### config.mk
export PLATFORM = sky130hd
export DESIGN_NAME = demux_1_to_4_buf
export DESIGN_NICKNAME = d
export VERILOG_FILES = /design/src/rtl/demux_1_to_4_buf.sv
export SDC_FILE = /design/constraint.sdc
export NUM_CORES = 1
export LEC_CHECK = 0
export ABC_AREA = 1
export CORE_MARGIN = 1.5
export CORE_UTILIZATION = 23
export CTS_CLUSTER_SIZE = 20
export DETAILED_ROUTE_END_ITERATION = 8
export MAX_ROUTING_LAYER = met4
export SLEW_MARGIN = 20
export SYNTH_ARGS = -nofsm -noshare
export SYNTH_HDL_FRONTEND = slang
export SYNTH_SLANG_ARGS = --single-unit
export TNS_END_PERCENT = 50
### constraint.sdc
create_clock -name clock -period 4.4 [get_ports clock]
set_input_delay 0.44 -clock clock [delete_from_list [all_inputs] [get_ports clock]]
set_output_delay 0.44 -clock clock [all_outputs]
set_load 0.05 [all_outputs]
### src/rtl/demux_1_to_4_buf.sv
// Buffered 1-to-4 demultiplexer: one valid/ready input stream steered by in_select
// into four independent 2-entry FIFOs (w, x, y, z), each with its own valid/ready.
module demux_1_to_4_buf #(
    parameter int bits = 16
) (
    input  logic            clock,
    input  logic            resetn,
    input  logic [bits-1:0] in_data,
    input  logic [1:0]      in_select,
    input  logic            in_valid,
    output logic            in_ready,
    output logic [bits-1:0] w,
    output logic [bits-1:0] x,
    output logic [bits-1:0] y,
    output logic [bits-1:0] z,
    output logic [3:0]      out_valid,
    input  logic [3:0]      out_ready
);

    logic [bits-1:0] mem_q [4][2];
    logic [bits-1:0] mem_d [4][2];
    logic            rd_q  [4];
    logic            rd_d  [4];
    logic            wr_q  [4];
    logic            wr_d  [4];
    logic [1:0]      cnt_q [4];
    logic [1:0]      cnt_d [4];

    logic [3:0]      push;
    logic [3:0]      pop;
    logic [bits-1:0] dout [4];

    // in_ready looks only at the registered count, so out_ready never reaches it.
    assign in_ready = (cnt_q[in_select] != 2'd2);

    always_comb begin
        push = '0;
        pop  = '0;
        for (int i = 0; i < 4; i++) begin
            out_valid[i] = (cnt_q[i] != 2'd0);
            dout[i]      = out_valid[i] ? mem_q[i][rd_q[i]] : '0;
            push[i]      = in_valid && in_ready && (in_select == 2'(i));
            pop[i]       = out_valid[i] && out_ready[i];
        end
    end

    assign w = dout[0];
    assign x = dout[1];
    assign y = dout[2];
    assign z = dout[3];

    always_comb begin
        mem_d = mem_q;
        for (int i = 0; i < 4; i++) begin
            rd_d[i]  = rd_q[i];
            wr_d[i]  = wr_q[i];
            cnt_d[i] = cnt_q[i];
            if (push[i]) begin
                mem_d[i][wr_q[i]] = in_data;
                wr_d[i]           = ~wr_q[i];
            end
            if (pop[i]) begin
                rd_d[i] = ~rd_q[i];
            end
            // A simultaneous push and pop leaves the count unchanged.
            if (push[i] && !pop[i]) begin
                cnt_d[i] = cnt_q[i] + 2'd1;
            end else if (pop[i] && !push[i]) begin
                cnt_d[i] = cnt_q[i] - 2'd1;
            end
        end
    end

    always_ff @(posedge clock or negedge resetn) begin
        if (!resetn) begin
            for (int i = 0; i < 4; i++) begin
                mem_q[i][0] <= '0;
                mem_q[i][1] <= '0;
                rd_q[i]     <= 1'b0;
                wr_q[i]     <= 1'b0;
                cnt_q[i]    <= 2'd0;
            end
        end else begin
            mem_q <= mem_d;
            for (int i = 0; i < 4; i++) begin
                rd_q[i]  <= rd_d[i];
                wr_q[i]  <= wr_d[i];
                cnt_q[i] <= cnt_d[i];
            end
        end
    end

endmodule

==> impl_metrics.yaml <==
sta:
  slew_violations: 0
  slew_headroom_pct: 39.9
  tightest_slew_ns: 0.898
  setup_viol: 0
  max_freq_mhz: 305
  hold_viol: 0
  period_share_pct: 74.6
  finalWorstPathRequiredPeriod_ns: 3.28
  rsz0062_at_grt: "no"
  clock-skew-final_ns: 0.0135
  setup_tns_ns: 0
floorplanning:
  start_util_pct: 23.5
  coreArea_sq_mm: 0.0288
  rows: 62
  ios: 94
  die_h_um: 174
  die_x_um: 174
  die-area_sq_mm: 0.0304
placement:
  place_congestion: 0.786
  hpwl_mm: 13.6
  place_inst: 1308
  port_buffers: 93
clock_tree:
  clock_sinks: 144
  clk_path_buf_depth: 2
  cts_resized: 0
  cts_tree: "built"
  post_cts_buffers: 0
  clkTransAtPathRegs_ns: 0.06
  clock_latency_ns: 0.42
  htree_levels: 4
  cts_made_buffers: 17
  cts-root-buf: "clkbuf_16"
  cts_hold_buf: 0
routing:
  drt-total-wl_mm: 19.2
  wire_per_inst_um: 14.3
  ant_nets: 0
  viasPerCell: 4.30
  vias: 5765
  drc: 0
  drt_iter0_drc: 392
  firstDrtPassIters: 5
grt:
  antenna_found_initial: 0
  grt_max_degree: 105
  grt_util_all_layers_pct: 13.4
  overflow: 0
  grt_pass1_vias: 5692
  grt_first_pass_wirelength_mm: 31.3
worst_setup_path:
  required_ns: 3.96
  arrival_ns: 2.84
  r2r_setup_slack_ns: 2.25
  critPathMaxFanout: 17
  crit_path_start_kind: "register"
  path_class: "reg -> out"
  crit_start: "rd_q[3]"
  r2r-start: "cnt_q[5]"
  end_kind: "output pin"
finish:
  syn2layout_area_growth_pct: 26.9
  final_cells: 1342
  nets: 974
  multiInputGateArea_sq_mm: 0.00279
  fill_cells: 2985
  regArea_sq_mm: 0.00360
  diodes: 0
  drive_above_1_share_pct: 6.05
pwr:
  leakagePower_nw: 4.19
  power_density_mw_per_mm2: 917
  peakVddDrop_uv: 323
synthesis:
  avgSynthCellArea_sq_um: 7.72
  syn_nets: 904
  ys_warn_count: 0
  seq_area_frac_synth_pct: 53.3
  ys_ff_latch: 144
  ys_types: 24
  syn_area_sq_mm: 0.00676
  syn_inst: 875
run_status:
  status: "finished, final reports clean"
run:
  cap_viol_max_count: 0
min_path:
  hp-class: "reg -> reg"
  hold_start: "mem_q[115]"
[placed cells by master (no fill, tap or decap)]
cell | Yosys | routed
nand2_2 | 1 | 1
a21oi_1 | 68 | 68
xor2_1 | 4 | 4
clkinv_2 | 0 | 2
nand3_4 | 1 | 1
nor2_4 | 9 | 9
inv_1 | 18 | 18
clkinv_1 | 4 | 4
ha_1 | 4 | 4
nor2_2 | 1 | 1
buf_6 | 2 | 1
nand4_1 | 4 | 4
inv_6 | 0 | 6
buf_4 | 10 | 7
clkbuf_8 | 0 | 1
inv_2 | 1 | 1
xnor2_1 | 8 | 8
nor2_1 | 6 | 6
dlygate4sd3_1 | 0 | 1
bufinv_16 | 0 | 2
nand3_1 | 6 | 6
dfrtp_1 | 144 | 144
o21ai_0 | 4 | 4
clkdlybuf4s50_1 | 0 | 92
clkbuf_16 | 0 | 17
clkinvlp_4 | 0 | 4
buf_16 | 0 | 1
nand4_2 | 4 | 4
nand2_1 | 537 | 537
[power breakdown]
group          total, mW  switching [mW]  internal, mW
Combinational       4.03            2.75          1.28
Clock               1.46           0.604         0.859
Sequential          2.38           0.437          1.94
Total               7.87            3.79          4.08
[cells in the mapped netlist]
library cell	instances	area (sq um)
nand2_1	537	2020
dfrtp_1	144	3600
a21oi_1	68	340
buf_2	21	105
inv_1	18	67.6
clkbuf_1	15	56.3
buf_4	10	75.1
nor2_4	9	101
xnor2_1	8	70.1
nand3_1	6	30.0
nor2_1	6	22.5
clkinv_1	4	15.0
ha_1	4	50.1
nand4_1	4	25.0
nand4_2	4	50.1
o21ai_0	4	20.0
xor2_1	4	35.0
buf_6	2	22.5
clkbuf_4	2	15.0
buf_1	1	3.75
inv_2	1	3.75
nand2_2	1	6.26
nand3_4	1	17.5
nor2_2	1	6.26
[through the flow]
step / hold WS [ns] / worst slack, ns / cell area (sq um) / total power, mW / util (%)
after global routing: 0.493 / 0.930 / 8570 / 8.35 / 29.8
after floorplan: 0.144 / 2.20 / 6760 / 5.08 / -
after detailed placement: 0.466 / 1.37 / 7950 / 6.45 / 27.6
after global placement: 0.462 / 1.42 / 7950 / 6.41 / 27.6
after CTS: 0.200 / 1.09 / 8540 / 7.94 / 29.7
final: 0.477 / 1.12 / 8570 / 7.87 / 29.8
[routing by layer]
metal	part of all wire, %	GRT usage, %	wire length, um
met3	4.6	3.15	893
met1	46	16.6	8770
met5	0	-	0
met2	47	21.3	9140
met4	2.3	4.81	446
[logic make-up after synthesis]
family / after synthesis / share of synthesized area, %
compound gates: 72 / 5.33
simple gates: 569 / 33.7
buf+inv: 74 / 5.39
fa+ha+maj: 4 / 0.741
flops: 144 / 53.3
xor+xnor: 12 / 1.56
[state kept, by name, summed over array words and instances (netlist names)]
signal	cells
mem_q	128
cnt_q	8
rd_q	4
wr_q	4
[worst max-delay path, cell delays in order, from the launching register on]
cell	delay [ns]
dfrtp_1	0.73
clkinv_1	0.64
nand2_1	0.20
a21oi_1	0.13
clkdlybuf4s50_1	0.73
[layout make-up]
class,instances,share of cell area [%]
Clock inverter,14,1.78
Timing Repair Buffer,102,11.9
Inverter,23,1.01
Multi-Input combinational cell,657,32.5
Sequential cell,144,42.0
Clock buffer,18,5.12
Tap cell,384,5.60
[final timing paths]
| check | to | cells past startpoint |
|---|---|---|
| worst max-delay path | w[7] | 4 |
| worst min-delay path | mem_q[115] | 2 |
| worst max register to register | mem_q[37] | 8 |
| worst min register to register | mem_q[115] | 2 |
| max in group asynchronous | mem_q[27] | 4 |
| min in group asynchronous | mem_q[64] | 2 |
Power figures use the tool's default switching activity.
